<file path="config.mk">
export PLATFORM = sky130hd
export DESIGN_NAME = uc_multiciclo
export DESIGN_NICKNAME = d
export VERILOG_FILES = /design/src/rtl/uc_pkg.sv /design/src/rtl/uc_decoder.sv /design/src/rtl/uc_multiciclo.sv
export SDC_FILE = /design/constraint.sdc
export NUM_CORES = 1
export LEC_CHECK = 0
export CAP_MARGIN = 20
export CORE_MARGIN = 5
export CORE_UTILIZATION = 32
export CTS_CLUSTER_SIZE = 14
export DETAILED_ROUTE_END_ITERATION = 10
export MAX_ROUTING_LAYER = met4
export PLACE_DENSITY = 0.76
export SYNTH_ARGS = -nofsm -noshare
export SYNTH_HDL_FRONTEND = slang
export SYNTH_SLANG_ARGS = --single-unit
</file>
<file path="constraint.sdc">
create_clock -name CLK -period 1.5 [get_ports CLK]
set_input_delay 0.3 -clock CLK [delete_from_list [all_inputs] [get_ports CLK]]
set_output_delay 0.3 -clock CLK [all_outputs]
set_load 0.005 [all_outputs]
</file>
<file path="src/rtl/uc_pkg.sv">
// rtl/uc_pkg.sv - state, opcode and select encodings for uc_multiciclo
// UC_JAL_EN adds the JAL state to the enum.
package uc_pkg;

    localparam int ST_W = 4;

    typedef enum logic [ST_W-1:0] {
        RESET_ST = 4'd0,
        FETCH    = 4'd1,
        PC_INC   = 4'd2,
        DECODE   = 4'd3,
        R_EXEC   = 4'd4,
        I_EXEC   = 4'd5,
        MEM_ADDR = 4'd6,
        LD_MEM   = 4'd7,
        LD_WB    = 4'd8,
        SD_MEM   = 4'd9,
        BRANCH   = 4'd10,
        LUI_EXEC = 4'd11,
        WB_ALU   = 4'd12,
        TRAP     = 4'd13
`ifdef UC_JAL_EN
        ,
        JAL      = 4'd14
`endif
    } state_t;

    localparam logic [6:0] OP_R      = 7'b0110011;
    localparam logic [6:0] OP_IMM    = 7'b0010011;
    localparam logic [6:0] OP_LOAD   = 7'b0000011;
    localparam logic [6:0] OP_STORE  = 7'b0100011;
    localparam logic [6:0] OP_BRANCH = 7'b1100011;
    localparam logic [6:0] OP_LUI    = 7'b0110111;
    localparam logic [6:0] OP_JAL    = 7'b1101111;

    localparam logic [2:0] F3_ADD = 3'b000;
    localparam logic [2:0] F3_AND = 3'b111;
    localparam logic [2:0] F3_D   = 3'b011;
    localparam logic [2:0] F3_BEQ = 3'b000;
    localparam logic [2:0] F3_BNE = 3'b001;

    localparam logic [6:0] F7_BASE = 7'b0000000;
    localparam logic [6:0] F7_SUB  = 7'b0100000;

    localparam logic [2:0] ALU_PASSB = 3'd0;
    localparam logic [2:0] ALU_ADD   = 3'd1;
    localparam logic [2:0] ALU_SUB   = 3'd2;
    localparam logic [2:0] ALU_AND   = 3'd3;

    localparam logic [1:0] SRCB_B      = 2'd0;
    localparam logic [1:0] SRCB_4      = 2'd1;
    localparam logic [1:0] SRCB_IMM    = 2'd2;
    localparam logic [1:0] SRCB_IMM_SH = 2'd3;

    localparam logic [1:0] M2R_ALUOUT = 2'd0;
    localparam logic [1:0] M2R_MDR    = 2'd1;
    localparam logic [1:0] M2R_PC     = 2'd2;

    localparam logic PCSRC_ALU    = 1'b0;
    localparam logic PCSRC_ALUOUT = 1'b1;

endpackage

</file>
<file path="src/rtl/uc_decoder.sv">
// rtl/uc_decoder.sv - maps IR to the post-DECODE dispatch state or TRAP
// UC_JAL_EN enables dispatch of opcode 1101111 to JAL.
module uc_decoder
    import uc_pkg::*;
(
    input  logic [31:0] ir,
    output state_t      dec_state,
    output logic [2:0]  dec_alu_op,
    output logic        dec_br_ne,
    output logic        dec_store
);

    logic [6:0] opcode;
    logic [2:0] funct3;
    logic [6:0] funct7;
    logic       unused_ir;

    assign opcode    = ir[6:0];
    assign funct3    = ir[14:12];
    assign funct7    = ir[31:25];
    assign unused_ir = ^{ir[24:15], ir[11:7]};

    always_comb begin
        dec_state  = TRAP;
        dec_alu_op = ALU_ADD;
        dec_br_ne  = 1'b0;
        dec_store  = 1'b0;
        case (opcode)
            OP_R: begin
                if (funct3 == F3_ADD && funct7 == F7_BASE) begin
                    dec_state = R_EXEC;
                end else if (funct3 == F3_ADD && funct7 == F7_SUB) begin
                    dec_state  = R_EXEC;
                    dec_alu_op = ALU_SUB;
                end else if (funct3 == F3_AND && funct7 == F7_BASE) begin
                    dec_state  = R_EXEC;
                    dec_alu_op = ALU_AND;
                end
            end
            OP_IMM:   if (funct3 == F3_ADD) dec_state = I_EXEC;
            OP_LOAD:  if (funct3 == F3_D) dec_state = MEM_ADDR;
            OP_STORE: begin
                if (funct3 == F3_D) begin
                    dec_state = MEM_ADDR;
                    dec_store = 1'b1;
                end
            end
            OP_BRANCH: begin
                if (funct3 == F3_BEQ) begin
                    dec_state = BRANCH;
                end else if (funct3 == F3_BNE) begin
                    dec_state = BRANCH;
                    dec_br_ne = 1'b1;
                end
            end
            OP_LUI: dec_state = LUI_EXEC;
`ifdef UC_JAL_EN
            OP_JAL: dec_state = JAL;
`endif
            default: dec_state = TRAP;
        endcase
    end

endmodule

</file>
<file path="src/rtl/uc_multiciclo.sv">
// rtl/uc_multiciclo.sv - multicycle Moore control unit with memory wait states and trap
// UC_JAL_EN adds the JAL execution state.
module uc_multiciclo
    import uc_pkg::*;
#(
    parameter int MEM_LAT   = 1,
    parameter int ALU_SEL_W = 3,
    parameter int STATE_W   = 7
) (
    input  logic                 CLK,
    input  logic                 RESET_N,
    input  logic [31:0]          IR,
    input  logic                 IGUAL,
    output logic                 PC_WRITE,
    output logic                 IR_WRITE,
    output logic                 INST_MEM_RD,
    output logic                 DATA_MEM_RD,
    output logic                 DATA_MEM_WR,
    output logic                 LOAD_A,
    output logic                 LOAD_B,
    output logic                 LOAD_ALUOUT,
    output logic                 LOAD_MDR,
    output logic                 REG_WRITE,
    output logic                 RESET_WIRE,
    output logic                 EXCECAO,
    output logic                 ALU_SRCA,
    output logic [1:0]           ALU_SRCB,
    output logic [ALU_SEL_W-1:0] ALU_SEL,
    output logic [1:0]           MEM_TO_REG,
    output logic                 PC_SRC,
    output logic [STATE_W-1:0]   ESTADO_ATUAL
);

    localparam int              CNT_W    = $clog2(MEM_LAT + 1);
    localparam logic [CNT_W-1:0] CNT_LAST = CNT_W'(MEM_LAT - 1);

    state_t           state_q, state_d;
    logic [CNT_W-1:0] cnt_q, cnt_d;
    logic [2:0]       alu_op_q, alu_op_d;
    logic             br_ne_q, br_ne_d;
    logic             store_q, store_d;
    logic [2:0]       alu_sel;
    logic             last_beat;

    state_t     dec_state;
    logic [2:0] dec_alu_op;
    logic       dec_br_ne;
    logic       dec_store;

    uc_decoder u_decoder (
        .ir         (IR),
        .dec_state  (dec_state),
        .dec_alu_op (dec_alu_op),
        .dec_br_ne  (dec_br_ne),
        .dec_store  (dec_store)
    );

    assign last_beat    = (cnt_q == CNT_LAST);
    assign ALU_SEL      = ALU_SEL_W'(alu_sel);
    assign ESTADO_ATUAL = STATE_W'(state_q);

    always_ff @(posedge CLK) begin
        if (!RESET_N) begin
            state_q  <= RESET_ST;
            cnt_q    <= '0;
            alu_op_q <= ALU_ADD;
            br_ne_q  <= 1'b0;
            store_q  <= 1'b0;
        end else begin
            state_q  <= state_d;
            cnt_q    <= cnt_d;
            alu_op_q <= alu_op_d;
            br_ne_q  <= br_ne_d;
            store_q  <= store_d;
        end
    end

    // The counter idles at zero, so every wait state is entered with a cleared count.
    always_comb begin
        state_d     = state_q;
        cnt_d       = '0;
        alu_op_d    = alu_op_q;
        br_ne_d     = br_ne_q;
        store_d     = store_q;
        PC_WRITE    = 1'b0;
        IR_WRITE    = 1'b0;
        INST_MEM_RD = 1'b0;
        DATA_MEM_RD = 1'b0;
        DATA_MEM_WR = 1'b0;
        LOAD_A      = 1'b0;
        LOAD_B      = 1'b0;
        LOAD_ALUOUT = 1'b0;
        LOAD_MDR    = 1'b0;
        REG_WRITE   = 1'b0;
        RESET_WIRE  = 1'b0;
        EXCECAO     = 1'b0;
        ALU_SRCA    = 1'b0;
        ALU_SRCB    = SRCB_B;
        alu_sel     = ALU_PASSB;
        MEM_TO_REG  = M2R_ALUOUT;
        PC_SRC      = PCSRC_ALU;
        case (state_q)
            RESET_ST: begin
                RESET_WIRE = 1'b1;
                state_d    = FETCH;
            end
            FETCH: begin
                INST_MEM_RD = 1'b1;
                if (last_beat) begin
                    IR_WRITE = 1'b1;
                    state_d  = PC_INC;
                end else begin
                    cnt_d = cnt_q + CNT_W'(1);
                end
            end
            PC_INC: begin
                PC_WRITE = 1'b1;
                ALU_SRCB = SRCB_4;
                alu_sel  = ALU_ADD;
                state_d  = DECODE;
            end
            DECODE: begin
                // Operation details are captured here so later IR changes are ignored.
                LOAD_A      = 1'b1;
                LOAD_B      = 1'b1;
                LOAD_ALUOUT = 1'b1;
                ALU_SRCB    = SRCB_IMM_SH;
                alu_sel     = ALU_ADD;
                state_d     = dec_state;
                alu_op_d    = dec_alu_op;
                br_ne_d     = dec_br_ne;
                store_d     = dec_store;
            end
            R_EXEC: begin
                ALU_SRCA    = 1'b1;
                alu_sel     = alu_op_q;
                LOAD_ALUOUT = 1'b1;
                state_d     = WB_ALU;
            end
            I_EXEC: begin
                ALU_SRCA    = 1'b1;
                ALU_SRCB    = SRCB_IMM;
                alu_sel     = ALU_ADD;
                LOAD_ALUOUT = 1'b1;
                state_d     = WB_ALU;
            end
            MEM_ADDR: begin
                ALU_SRCA    = 1'b1;
                ALU_SRCB    = SRCB_IMM;
                alu_sel     = ALU_ADD;
                LOAD_ALUOUT = 1'b1;
                state_d     = store_q ? SD_MEM : LD_MEM;
            end
            LD_MEM: begin
                DATA_MEM_RD = 1'b1;
                if (last_beat) begin
                    LOAD_MDR = 1'b1;
                    state_d  = LD_WB;
                end else begin
                    cnt_d = cnt_q + CNT_W'(1);
                end
            end
            LD_WB: begin
                REG_WRITE  = 1'b1;
                MEM_TO_REG = M2R_MDR;
                state_d    = FETCH;
            end
            SD_MEM: begin
                DATA_MEM_WR = 1'b1;
                if (last_beat) begin
                    state_d = FETCH;
                end else begin
                    cnt_d = cnt_q + CNT_W'(1);
                end
            end
            BRANCH: begin
                ALU_SRCA = 1'b1;
                alu_sel  = ALU_SUB;
                if (IGUAL ^ br_ne_q) begin
                    PC_WRITE = 1'b1;
                    PC_SRC   = PCSRC_ALUOUT;
                end
                state_d = FETCH;
            end
            LUI_EXEC: begin
                ALU_SRCB    = SRCB_IMM;
                alu_sel     = ALU_PASSB;
                LOAD_ALUOUT = 1'b1;
                state_d     = WB_ALU;
            end
            WB_ALU: begin
                REG_WRITE = 1'b1;
                state_d   = FETCH;
            end
`ifdef UC_JAL_EN
            JAL: begin
                REG_WRITE  = 1'b1;
                MEM_TO_REG = M2R_PC;
                PC_WRITE   = 1'b1;
                PC_SRC     = PCSRC_ALUOUT;
                state_d    = FETCH;
            end
`endif
            TRAP: begin
                EXCECAO = 1'b1;
            end
            default: state_d = TRAP;
        endcase
    end

endmodule

</file>
Word level (Yosys, flattened, before mapping) --
Cells that the tools add are included.
Storage, ports and cells: word-level logic and storage cells 91, register bits after elaboration 10
Cells by class: muxes and demuxes 40, eq/ne operators 26, bitwise gates (word level) 2, reduce and logical (&&, ||, !) cells 17, add/subtract/negate cells 1
Operators by type and width (count):
- $mux 4 | 10
- $pmux 4 s9 | 1
- $eq 7x6->1 const B | 4
- $eq 4x4->1 const B | 6
- $mux 1 | 20
- $pmux 4 s5 | 1
- $eq 4x3->1 const B | 4
- $mux 3 | 4
- $reduce_or 4->1 | 3
- $pmux 3 s3 | 1
- $reduce_or 3->1 | 3
- $eq 4x2->1 const B | 2
- $eq 7x2->1 const B | 1
- $eq 7x5->1 const B | 1
- $eq 7x7->1 const B | 1
- $logic_not 7->1 | 1
- $ne 2x2->1 const B | 3
- $pmux 2 s3 | 1
- $reduce_or 5->1 | 1
- $eq 4x1->1 const B | 1
- $logic_not 4->1 | 1
- $reduce_and 4->1 | 1
- $reduce_or 2->1 | 2
- $eq 3x1->1 const B | 1
- 10 further kinds | 12

Logic depth before layout (Yosys ltp) --
Gate-level depths: netlist (run 1).
word-level depth 7, mapped depth 6, mapped depth without buffers 6

Cells and area by module --
Synthesis (run 1) repeated with hierarchy kept, for this count alone.
Second synthesis, totals: cells, all modules 142, area, all modules 1028.5 um^2
By module, submodules not included:
- uc_multiciclo | times used 1, area each 787.0 um^2, cells an instance 104, seq. area each 200.2 um^2
- uc_decoder | times used 1, area each 241.5 um^2, cells an instance 38, seq. area each 0.0 um^2

Worst setup path before layout (run 1) --
No wires, ideal clock.
kind register -> register, from register state_q[0], to register alu_op_q[1], library setup time 0.058 ns, data required time 1.442 ns, stages on the path, launching flop included 7, buffers on the path 0, slack -0.091 ns, period minus slack after synthesis 1.591 ns, data arrival time 1.533 ns, cell sequence dfxtp_1 nand2_2 or3_4 clkinv_2 nand3_2 a2111oi_2 o21a_1
On the way: longest elaborated chain between the ends 1
Ends and longest elaborated chain:
- from (decl) | RTL line uc_multiciclo.sv:37 | state_t state_q, state_d;
- from (signal assigned) | RTL line uc_multiciclo.sv:70 | state_q <= state_d;
- $eq 4x2->1 | RTL line uc_multiciclo.sv:102 | case (state_q)
- to (signal assigned) | RTL line uc_multiciclo.sv:72 | alu_op_q <= alu_op_d;
- to (decl) | RTL line uc_multiciclo.sv:39 | logic [2:0] alu_op_q, alu_op_d;
No other way between the ends. A chain may end at the register's enable or synchronous reset.

Worst setup path after layout (run 1) --
from register state_q[1], to register store_q
On the way: longest elaborated chain between the ends 1
Ends and longest elaborated chain:
- $eq 4x2->1 | RTL line uc_multiciclo.sv:102
- to (signal assigned) | RTL line uc_multiciclo.sv:74 | store_q <= store_d;
- to (decl) | RTL line uc_multiciclo.sv:41 | logic store_q, store_d;
No other way between the ends.

==> qor.txt, run 1 <==
Status: complete, but fails checks
Failing checks: setup timing
Core Area: 2810 um2
Area growth syn-to-layout: 117%
Syn Std Cell Area: 950 um2
H-Tree Depth: 1
VDD IR max: 0.000520 V
CP endpoint kind: flop
Setup CP Type: flop to flop
CP max FO: 7
Routed WL: 4710 um
First-pass GRT wire length: 6400 um
Unrepaired setup endpoints after global routing: true
CTS root buf: clkbuf_4
Cell count after synthesis: 137
Largest net degree at the start of global routing: 12
Main synth FF type: dfxtp_1
Final hold vios: 0
Final max-slew violation count: 0
Final core utilization: 0.736
Dpl ws: -0.555 ns
Crit path DAT: 1.89 ns
Dpl cell area: 1620 um2
Highest clock rate: 0.590 GHz
Vias per inst: 5.93
Port bufs: 42
Yosys reg bits: 9
Post-Syn Area per Cell: 6.93 um2
Row cnt: 19
Period utilization: 1.13
Chip height: 64.5 um
Synth warn: 0
Total grt overflow: 0
Critical Path Start Type: flop
Top cell type by total area after synthesis: dfxtp_1
Filler cell count: 194
Leak: 0.891 nW
Die ar.: 4160 um2
Post-CTS Hold Buffers: 0
Clock Skew: 0.00203 ns
Initial Utilization: 0.339
Setup ws final: -0.195 ns
Post-layout min period: 1.70 ns
DPL Wire Length: 2920 um
CTS sink cnt: 9
Num CTS Buffers: 3
Fin nets: 255
CTS Buffer Depth: 2
Initial drt markers: 90
Final setup viols: 18
Top-Level Pins: 63
Clock-pin slew on the worst setup and hold paths: 0.06 ns
Async SR Flop Fraction: 0
Layout cells sized above 1: 0.584
Placer Congestion: 0.911
Max-cap violations: 0
Diodes inserted: 0
Number of remaining DRC errors: 0
Pwr Density: 762 nW/um2
DR pass1 iterations: 4
Die Wd: 64.5 um
Area of the multi-input gates: 1020 um2
Antenna violations before repair: 0
Number of flops mapped to enable cells by yosys: 0
Storage cell area: 195 um2
WP data required: 1.70 ns
DR vias: 1,482
Avg WL per Cell: 18.8 um
Final Cell Area: 2060 um2
Vias in the first global route: 1,418
Clock latency on the worst-skew pair: 0.26 ns
Seq/Total Area, Yosys: 0.190
Synth top area cells: dfxtp_1, o21ai_0, nor3_1
CTS tree: done
HP Class: flop to flop
Cell variety after synth: 50
Synth top area share: 0.190
Detail Route Antenna Nets: 0
GR Util All Layers: 0.197
Worst hold margin: 0.503 ns
[final cells by class]
type	instances	share of cell area
Tap cell	31	0.0188
Sequential cell	9	0.0946
Inverter	6	0.0200
Clock buffer	4	0.0127
Multi-Input combinational cell	112	0.494
Timing Repair Buffer	88	0.360
[kinds of logic (layout without fill, tap and decap cells)]
logic type | after synthesis | after routing | share of synthesized area
AO/OA/AOI/OAI | 44 | 44 | 0.324
buffers and inverters | 21 | 98 | 0.108
XOR/XNOR | 1 | 1 | 0.00922
flip-flops | 9 | 9 | 0.190
other | 1 | 6 | 0.00395
multiplexers | 1 | 1 | 0.0105
AND/OR/NAND/NOR | 60 | 60 | 0.354
[stage by stage]
stage                     setup TNS (ns)  power (mW)  instances
final                              -1.75        1.57        250
after global routing               -3.06        1.65        250
after CTS                          -1.20        1.28        244
after detailed placement           -7.53        1.03        234
after global placement             -6.95        1.02        234
after floorplan                  -0.0180       0.603        142
[cells in the mapped netlist (all sizes together) (2+ instances only)]
| cell | count |
|---|---|
| o21ai | 11 |
| nand3 | 4 |
| a21o | 2 |
| nor3 | 9 |
| nand3b | 5 |
| buf | 7 |
| dfxtp | 9 |
| or3 | 3 |
| a31oi | 2 |
| nand2 | 10 |
| a21oi | 6 |
| o2111ai | 2 |
| inv | 5 |
| a21boi | 2 |
| a211oi | 4 |
| nand2b | 4 |
| clkbuf | 8 |
| nor2 | 12 |
| nor2b | 3 |
| o211ai | 2 |
| o31ai | 2 |
| nor4 | 3 |
[where the power goes]
group | internal (mW) | switching [mW]
clock | 0.103 | 0.0913
sequential | 0.268 | 0.0560
combinational | 0.535 | 0.518
[critical path: stages, from the launching register on]
cell and delay (ns):
dfxtp_4 0.42, nand2_4 0.07, or3_4 0.36, buf_6 0.13, or4_1 0.51, a21boi_1 0.14
[per-layer routing]
layer  share of wire  wire length [um]  GRT usage
met3           0.085               400     0.0518
met2            0.50              2370      0.339
met4           0.029               138     0.0871
met1            0.38              1810      0.213
met5               0                 0          -
[registers in the layout, indices dropped and copies added, names as in the netlist]
signal	flops
alu_op_q	2
br_ne_q	1
cnt_q	1
state_q	4
store_q	1
[worst paths after layout]
kind	start	to	slack (ns)	depth (start not counted)
max	state_q[1]	store_q	-0.20	5
max reg2reg	state_q[1]	store_q	-0.20	5
min reg2reg	br_ne_q	br_ne_q	0.50	2
min	br_ne_q	br_ne_q	0.50	2
[layout by cell type, fill, tap and decap left out, types with 4 or more instances in the layout]
cell type        count
dfxtp_1              5
buf_2               15
nand3b_1             5
o21ai_0              4
nor3_2               6
conb_1               6
nand2_4              4
nor2_1               9
clkdlybuf4s50_1     10
buf_6               20
buf_4               28
dlygate4sd2_1        9
nand2_1              6
o21ai_1              4
dfxtp_4              4
[timing repair]
item / 4_1_cts / 5_1_grt
resized for setup: 129 / 60
setup endpoints to repair: 30 / 26
setup buffers: 6 / 7
pin swaps: 15 / 24
No activity file was read; power rests on OpenSTA's default activity.
==> run 2: changes to the inputs <==
Settings changed: ABC_AREA set to 1, PLACE_DENSITY 0.76 to 0.77.
==> run 2 against run 1 <==
Against the previous run:
- the flow still finishes with violations (setup timing)
- utilization is 1.6 points higher
- synthesized cell count is 24% higher
- sequential share of layout area hardly changed
- die area is 3.6% lower
- hold slack worse by 0.025 ns
- clock skew is 0.0087 ns higher
- via count is 0.34% lower
- fmax is 0.98% lower
- count of clock-buffer cells in the layout stayed put
- setup slack worse by 0.017 ns
- total power is 110% higher
- area after synthesis is 4.2% lower
- largest cell class is now buffers
==> qor.txt, run 2 <==
Clock Skew: 0.0107 ns (was 0.00203 ns)
Top-count cell post-synth: nand2_1 (was nor2_1)
Largest register FFs: 4 (unchanged)
Highest clock rate: 0.584 GHz (was 0.590 GHz)
Antenna violations before repair: 0 (unchanged)
Failing checks: setup timing (unchanged)
CP max FO: 4 (was 7)
Max stage delay on crit path: 0.37 ns (was 0.51 ns)
GR Util All Layers: 0.177 (was 0.197)
Most common cell after layout, fill and taps aside: buf_4 (unchanged)
Cell count after synthesis: 170 (was 137)
Vias per inst: 4.92 (was 5.93)
Largest net degree at the start of global routing: 9 (was 12)
Die ar.: 4010 um2 (was 4160 um2)
Final setup viols: 18 (unchanged)
Post-Syn Area per Cell: 5.35 um2 (was 6.93 um2)
Met3 WL post-DR: 267 um (was 400 um)
Filler cell count: 199 (was 194)
Placer Congestion: 0.891 (was 0.911)
Row cnt: 19 (unchanged)
Async SR Flop Fraction: 0 (unchanged)
Vias in the first global route: 1,296 (was 1,418)
HP Class: flop to flop (unchanged)
Avg WL per Cell: 14.9 um (was 18.8 um)
Synth warn: 0 (unchanged)
Yosys reg bits: 9 (unchanged)
Diodes inserted: 0 (unchanged)
Commonest cells in the synthesized netlist: nand2_1, nor2_1, inv_1, a21oi_1 (was nor2_1, o21ai_0, dfxtp_1, nand2_1, nor3_1)
Power Total: 3.32 mW (was 1.57 mW)
Area growth syn-to-layout: 126% (was 117%)
Cells along the critical path: inv_4 -> nor2_4 -> o21ai_2 -> o21ai_2 -> or2_4 -> buf_6 (was nand2_4 -> or3_4 -> buf_6 -> or4_1 -> a21boi_1)
Clock-pin slew on the worst setup and hold paths: 0.07 ns (was 0.06 ns)
Dpl cell area: 1580 um2 (was 1620 um2)
H-Tree Depth: 1 (unchanged)
Initial Utilization: 0.333 (was 0.339)
Main synth FF type: dfxtp_1 (unchanged)
Clock latency on the worst-skew pair: 0.27 ns (was 0.26 ns)
Max-cap violations: 0 (unchanged)
Core Area: 2730 um2 (was 2810 um2)
Fin nets: 305 (was 255)
Leak: 1.09 nW (was 0.891 nW)
Top cell type by total area after synthesis: dfxtp_1 (unchanged)
Number of flops mapped to enable cells by yosys: 0 (unchanged)
Post-layout min period: 1.71 ns (was 1.70 ns)
WP data required: 1.20 ns (was 1.70 ns)
DPL Wire Length: 2430 um (was 2920 um)
Crit path DAT: 1.41 ns (was 1.89 ns)
Number of remaining DRC errors: 0 (unchanged)
Critical Path Start Type: flop (unchanged)
Setup CP Type: flop to output port (was flop to flop)
CTS sink cnt: 9 (unchanged)
CTS Buffer Depth: 2 (unchanged)
Pwr Density: 1610 nW/um2 (was 762 nW/um2)
CP max stage cell: dfxtp_4 (was or4_1)
Syn Std Cell Area: 910 um2 (was 950 um2)
CP endpoint kind: output port (was flop)
Chip height: 63.3 um (was 64.5 um)
Met2 WL: 2290 um (was 2370 um)
Num CTS Buffers: 3 (unchanged)
Reg with most FFs: state_q (unchanged)
Period utilization: 1.14 (was 1.13)
Cell variety after synth: 22 (was 50)
Unrepaired setup endpoints after global routing: true (unchanged)
Max layer used: met4 (unchanged)
Port bufs: 42 (unchanged)
Final max-slew violation count: 0 (unchanged)
CTS root buf: clkbuf_4 (unchanged)
Status: complete, but fails checks (unchanged)
Final hold vios: 0 (unchanged)
Die Wd: 63.3 um (was 64.5 um)
Top-Level Pins: 63 (unchanged)
DR pass1 iterations: 4 (unchanged)
Routed WL: 4460 um (was 4710 um)
VDD IR max: 0.00172 V (was 0.000520 V)
DR vias: 1,477 (was 1,482)
Synth top area cells: dfxtp_1, nand2_1, nor2_1 (was dfxtp_1, o21ai_0, nor3_1)
Setup ws final: -0.212 ns (was -0.195 ns)
Total grt overflow: 0 (unchanged)
Setup TNS: -1.54 ns (was -1.75 ns)
Synth top area share: 0.198 (was 0.190)
Seq/Total Area, Yosys: 0.198 (was 0.190)
Detail Route Antenna Nets: 0 (unchanged)
Leading registers by flop count: state_q: 4 flops, alu_op_q: 2 flops (unchanged)
First-pass GRT wire length: 5760 um (was 6400 um)
Initial drt markers: 65 (was 90)
CTS tree: done (unchanged)
CP most frequent cell: o21ai_2
Layout cells sized above 1: 0.524 (was 0.584)
Final Cell Area: 2050 um2 (was 2060 um2)
Most frequent cells in the layout: buf_4, nand2_1, buf_6, inv_1, nor2_1 (was buf_4, buf_6, buf_2, clkdlybuf4s50_1)
DRT met1 WL: 1830 um (was 1810 um)
[run 2: cell count changes after synthesis, sizes merged, moves of 4 or more]
cell	before	now
nand2	10	50
a21oi	6	10
a211oi	4	0
nand3	4	9
clkbuf	8	0
nor2	12	32
inv	5	28
nand2b	4	0
[run 2: logic make-up (layout without fill, tap and decap cells)]
family                 Yosys count  after routing  share of synthesized area
AO/OA/AOI/OAI                   20             20                      0.114
XOR/XNOR                         1              1                    0.00963
buffers and inverters           35            129                      0.177
flip-flops                       9              9                      0.198
other                            1              6                    0.00412
AND/OR/NAND/NOR                104            104                      0.497
[run 2: stage by stage]
step	instances	setup slack [ns]	hold WS, ns	utilization
floorplan	175	0.0563	0.438	-
global placement	274	-0.334	0.454	0.578
detailed placement	274	-0.397	0.467	0.578
CTS	290	-0.175	0.481	0.648
global route	300	-0.267	0.500	0.751
finish	300	-0.212	0.478	0.751
[run 2: power by group]
part           leakage, nW  switching [mW]  total (mW)  internal (mW)
registers           0.0764           0.123       0.460          0.338
logic                 1.00            1.30        2.66           1.36
clock network       0.0150          0.0964       0.199          0.103
total                 1.09            1.52        3.32           1.80
[run 2: repair_timing]
item	4_1_cts	5_1_grt
pin swaps	11	21
endpoints found under the setup margin	27	25
hold endpoints to repair	0	0
setup buffers	12	12
resized for setup	126	69
hold buffers	0	0
[run 2: routing by layer]
layer | GRT usage | vias up
met5 | - | -
met4 | 0.0390 | 0
met3 | 0.0426 | 8
met2 | 0.296 | 61
met1 | 0.216 | 689
li1 | - | 719
[run 2: layout make-up]
| cell class | instances | area [um2] | share of cell area |
|---|---|---|---|
| clock buffers | 4 | 26.3 | 0.0128 |
| inverters | 28 | 125 | 0.0609 |
| multi-input cells | 131 | 823 | 0.401 |
| flip-flops and latches | 9 | 195 | 0.0950 |
| well taps | 31 | 38.8 | 0.0189 |
| repair buffers | 97 | 846 | 0.412 |
[run 2: worst max-delay path, delay by kind of cell, from the launching register on]
family | cells | cell delay (ns)
AO/OA/AOI/OAI | 2 | 0.28
buffers and inverters | 2 | 0.20
flip-flops | 1 | 0.37
AND/OR/NAND/NOR | 2 | 0.29
[run 2: path summary, 6_finish.rpt]
check / from / slack, ns / cells after the start / end
max: state_q[1] / -0.21 / 6 / LOAD_ALUOUT
min: alu_op_q[1] / 0.48 / 2 / alu_op_q[1]
max reg2reg: state_q[0] / -0.05 / 9 / state_q[2]
min reg2reg: alu_op_q[1] / 0.48 / 2 / alu_op_q[1]
